## config.mk

```make
export PLATFORM = sky130hd
export DESIGN_NAME = regfile_sb
export DESIGN_NICKNAME = d
export VERILOG_FILES = /design/src/rtl/regfile_sb.sv
export SDC_FILE = /design/constraint.sdc
export NUM_CORES = 2
export LEC_CHECK = 0
export ABC_CLOCK_PERIOD_IN_PS = 37800
export BUFFER_PORTS_ARGS = -buffer_cell sky130_fd_sc_hd__buf_4
export CORE_UTILIZATION = 51
export CTS_CLUSTER_DIAMETER = 80
export DETAILED_ROUTE_END_ITERATION = 8
export GPL_ROUTABILITY_DRIVEN = 1
export PLACE_DENSITY = 0.75
export SLEW_MARGIN = 30
export SYNTH_ARGS = -nofsm -noshare
export SYNTH_HDL_FRONTEND = slang
export SYNTH_SLANG_ARGS = --single-unit
```

## constraint.sdc

```tcl
create_clock -name clk -period 37.8 [get_ports clk]
set_input_delay 7.56 -clock clk [delete_from_list [all_inputs] [get_ports clk]]
set_output_delay 7.56 -clock clk [all_outputs]
set_load 0.05 [all_outputs]
```

## src/rtl/regfile_sb.sv

```systemverilog
// regfile_sb: 32 x WIDTH register file with two combinational read ports,
// one write port and a pending-write scoreboard that drives issue stalls.
// Optional same-cycle writeback bypass: define REGFILE_BYPASS_EN.
module regfile_sb #(
  parameter int unsigned WIDTH = 32
) (
  input  logic             clk,
  input  logic             rst,
  input  logic [4:0]       rna,
  input  logic [4:0]       rnb,
  input  logic             use_a,
  input  logic             use_b,
  output logic [WIDTH-1:0] qa,
  output logic [WIDTH-1:0] qb,
  output logic             qa_rdy,
  output logic             qb_rdy,
  input  logic             iss_valid,
  input  logic             iss_we,
  input  logic [4:0]       iss_wn,
  output logic             stall,
  input  logic             we,
  input  logic [4:0]       wn,
  input  logic [WIDTH-1:0] d,
  output logic [5:0]       busy_cnt
);

  logic [WIDTH-1:0] regs_q [32];
  logic [31:0]      busy_q, busy_d;
  logic [5:0]       cnt_q, cnt_d;
  logic             wr_v, set_v, iss_ok, waw, inc, dec;
  logic             byp_a, byp_b;

  // Read ports: stored data, optionally overridden by the in-flight writeback
  always_comb begin
    wr_v = we & (wn != 5'd0);
`ifdef REGFILE_BYPASS_EN
    byp_a = wr_v & (wn == rna);
    byp_b = wr_v & (wn == rnb);
`else
    byp_a = 1'b0;
    byp_b = 1'b0;
`endif
    qa     = (rna == 5'd0) ? '0 : (byp_a ? d : regs_q[rna]);
    qb     = (rnb == 5'd0) ? '0 : (byp_b ? d : regs_q[rnb]);
    qa_rdy = (rna == 5'd0) | ~busy_q[rna] | byp_a;
    qb_rdy = (rnb == 5'd0) | ~busy_q[rnb] | byp_b;
  end

  // Issue hazard check: RAW on used operands, WAW on a busy destination
  always_comb begin
    waw    = iss_we & (iss_wn != 5'd0) & busy_q[iss_wn] & ~(we & (wn == iss_wn));
    stall  = iss_valid & ((use_a & ~qa_rdy) | (use_b & ~qb_rdy) | waw);
    iss_ok = iss_valid & ~stall;
    set_v  = iss_ok & iss_we & (iss_wn != 5'd0);
  end

  // Scoreboard next state: clear on writeback, then set on issue so set wins
  always_comb begin
    busy_d = busy_q;
    if (wr_v) busy_d[wn] = 1'b0;
    if (set_v) busy_d[iss_wn] = 1'b1;
    busy_d[0] = 1'b0;
    // Count follows busy transitions only; a set+clear on one busy reg nets zero
    inc   = set_v & ~busy_q[iss_wn];
    dec   = wr_v & busy_q[wn] & ~(set_v & (iss_wn == wn));
    cnt_d = cnt_q + {5'd0, inc} - {5'd0, dec};
  end

  // Register storage; entry 0 is never written
  always_ff @(posedge clk or posedge rst) begin
    if (rst) begin
      for (int unsigned i = 0; i < 32; i++) regs_q[i] <= '0;
    end else if (wr_v) begin
      regs_q[wn] <= d;
    end
  end

  // Scoreboard bits and busy population count
  always_ff @(posedge clk or posedge rst) begin
    if (rst) begin
      busy_q <= '0;
      cnt_q  <= '0;
    end else begin
      busy_q <= busy_d;
      cnt_q  <= cnt_d;
    end
  end

  assign busy_cnt = cnt_q;

endmodule

```

==> results.md <==
- Status: finished clean
- Hold Worst Slack: 394.4 ps
- Worst path top cell family by delay: buffers and inverters
- Final period utilization: 50.31%
- Syn Std Cell Area: 57080 um2
- Final hold violations: 0
- CTS Buf Count: 110
- CTS resizes: 0
- #FFs+latches synth: 1061
- Critical path capture point type: output pin
- Max VDD drop: 0.03447 mV
- Clock slew at reported path FFs: 60 ps
- P_int: 2.478 mW
- Post-Syn Nets: 3638
- Sequence of cells on the critical path: buf_8, buf_6, buf_4, mux4_2, mux4_2, mux2i_1, nor2_1, buf_4
- Max-cap violations: 0
- Comb power frac: 23.3%
- Cells after Synth: 3572
- Hold Path Class: flip-flop to flip-flop
- Fmax: 52.58 MHz
- Period minus WS final: 19020 ps
- Htree depth: 3
- Final #Nets: 3544
- Sw frac: 28.20%
- Register area share after synthesis: 46.51%
- CP max-delay cell: buf_4
- Placed Area: 59120 um2
- Starting Density: 51.51%
- I/O Buffers: 131
- Root Driver: clkbuf_16
- WP data required: 30240 ps
- Drt wl/cell: 30.70 um
- Initial DRT Pass Iterations: 5
- RSZ-0062 raised after global routing: no
- CP max stage delay: 820 ps
- Syn_area_per_cell: 15.98 um2
- DP Cell Count: 4854
- Ys async rst share: 100.0%
- Initial antenna violation count: 1
- Sequential share of power: 44.0%
- Share of cells above drive strength 1: 58.30%
- Post-CTS Hold Fix Bufs: 0
- Number of buffers and inverters on the critical path: 4
- Largest net degree at the start of global routing: 152
- Netlist cell types: 59
- Vias: 34280
- Cell row count: 122
- CP Launch Type: input pin
- PwrDens: 54.82 nW/um2
- Setup Fix Bufs, Post-CTS: 0
- Vias per inst: 6.779
- Clock share of power: 32.8%
- GR Util All Layers: 28.12%
- CTS tree: yes
- Number of global-route vias before repair: 35360
- First-pass GRT wire length: 235.7 mm
- Synthesis Warnings: 0
- CP startpoint: rnb[0]
- Routed wire length: 155.2 mm
- CORE AREA: 110800 um2
- CTS max path bufs: 3
- Die width: 336.6 um
- Post-synth EDFFs: 0
- Final HPWL DP: 82.22 mm
- Actual slew at the worst max-slew pin: 1016 ps
- Ys flop type: dfrtp_1
- Setup Skew: 38.60 ps
- Fin cells: 5057
- Number of I/O pins: 132
- Final instance area: 62960 um2
- Max Slew Vio Count: 0
- Clk_lat worst skew: 700 ps
- DRC errors left: 0
- Switching Power: 973.4 uW
- Relative slew slack: 32.27%
- Grt total ovfl: 0
- Critical path fanouts, max: 66
- Die area: 113300 um2
- Sink Count: 1061
- Area growth from synthesis to layout: 10.30%
- Setup violators final: 0
- LEAKAGE: 26.93 nW
- Die H: 336.6 um
- Setup_tns: 0 ps
- CP arrival: 11460 ps
- Worst reg2reg startpoint: busy_q[6]
- DRT antenna net count: 0
- RD Place Congestion: 0.8350
- Initial DRC Count: 3493
- Fillcell total: 8561
- Hold Startpoint: regs_q[997]
- Kind of critical path: input pin to output pin
==> layout make-up <==
| type | instances | area (um2) | area share, % |
|---|---|---|---|
| inverter | 22 | 95.09 | 0.1510 |
| clock inverter | 44 | 534.3 | 0.8486 |
| timing repair buffer | 202 | 1687 | 2.679 |
| clock buffer | 158 | 3256 | 5.171 |
| tap | 1488 | 1862 | 2.957 |
| multi-input combinational | 2081 | 28980 | 46.02 |
| sequential | 1061 | 26550 | 42.17 |
| antenna | 1 | 2.502 | 0.003974 |
==> power groups by stage <==
stage / Combinational, mW / Clock, mW / Sequential (mW)
after floorplan: 0.642 / 0 / 1.49
after global placement: 0.786 / 0 / 1.51
after detailed placement: 0.806 / 0 / 1.53
after CTS: 0.808 / 1.15 / 1.51
after global routing: 0.858 / 1.19 / 1.54
final: 0.804 / 1.13 / 1.52
==> worst register-to-register path: cells and delay by family (launching register included) <==
family / cells / cell delay (ps)
buffers and inverters: 4 / 280
flip-flops: 1 / 430
multiplexers: 1 / 520
adder cells (fa/ha/maj): 3 / 850
XOR/XNOR: 1 / 120
AO/OA/AOI/OAI: 5 / 1200
AND/OR/NAND/NOR: 1 / 210
==> worst paths after layout <==
path	to	slack, ps	depth (start not counted)
min	regs_q[997]	390	0
max reg2reg	busy_cnt[4]	34040	15
min reg2reg	regs_q[997]	390	0
max	qb[26]	18780	8
max in group asynchronous	regs_q[17]	28890	4
min in group asynchronous	regs_q[1022]	6890	2
==> state kept, by name, summed over array words and instances, names as in the netlist <==
| register | count |
|---|---|
| busy_cnt | 6 |
| busy_q | 31 |
| regs_q | 1024 |
==> kinds of logic (layout without fill, tap and decap cells) <==
| logic type | after synthesis | count (layout) | share of synthesized area, % |
|---|---|---|---|
| AO/OA/AOI/OAI | 123 | 123 | 1.751 |
| XOR/XNOR | 10 | 10 | 0.1534 |
| adder cells (fa/ha/maj) | 7 | 7 | 0.1666 |
| buffers and inverters | 430 | 426 | 3.106 |
| flip-flops | 1061 | 1061 | 46.51 |
| multiplexers | 1712 | 1712 | 46.48 |
| other | 0 | 1 | 0 |
| AND/OR/NAND/NOR | 229 | 229 | 1.830 |
==> metal layers <==
metal | vias to the layer above | share of wire, % | track usage, %
met4 | 0 | 3.4 | 9.536
met1 | 18800 | 41 | 40.60
met2 | 1507 | 48 | 43.98
met3 | 289 | 7.4 | 4.222
li1 | 13680 | - | -
met5 | - | 0 | 0
==> cell usage after synthesis (4+ instances only) <==
master	instances	area, um2
and3_1	6	37.54
o31ai_2	10	125.1
buf_1	49	183.9
mux2i_1	63	630.6
nand3b_1	4	30.03
mux4_2	651	14660
nor4b_1	4	35.03
nor2_1	56	210.2
mux2_2	977	11000
nor2b_1	9	56.30
mux2_1	21	236.5
xnor2_1	8	70.07
nand2_1	109	409.1
inv_1	22	82.58
nand2b_1	7	43.79
ha_1	6	75.07
o41ai_2	15	244.0
clkbuf_1	256	960.9
a21oi_1	40	200.2
nor3_1	4	20.02
a22oi_1	7	52.55
nand3_1	6	30.03
dfrtp_1	1061	26550
o21ai_0	17	85.08
o32ai_1	6	52.55
buf_6	4	45.04
buf_2	97	485.5
==> cells in the final DEF (no fill, tap or decap), drive strengths merged, types with 4 or more instances in the layout <==
master    instances
bufinv            9
clkinv           28
a21oi            40
nand2b            7
nand3             6
nor2b             9
clkbuf          158
dfrtp          1061
o31ai            14
nor3              4
mux4            651
o21ai            17
ha                6
xnor2             8
nor4b             4
and3              6
mux2i            63
or2               5
a22oi             7
nand3b            4
clkinvlp          5
mux2            998
o41ai            15
nand2           109
o32ai             6
inv              24
nor2             56
buf             202
==> metrics by stage <==
stage          util [%]  setup slack (ps)  power [mW]
3_5_place_dp      53.34             18460       2.336
6_report          56.81             18780       3.452
4_1_cts           56.76             18450       3.466
5_1_grt           56.81             18540       3.596
2_1_floorplan         -             374.5       2.133
3_3_place_gp      53.25             18460       2.301
(Power assumes the default switching activity.)
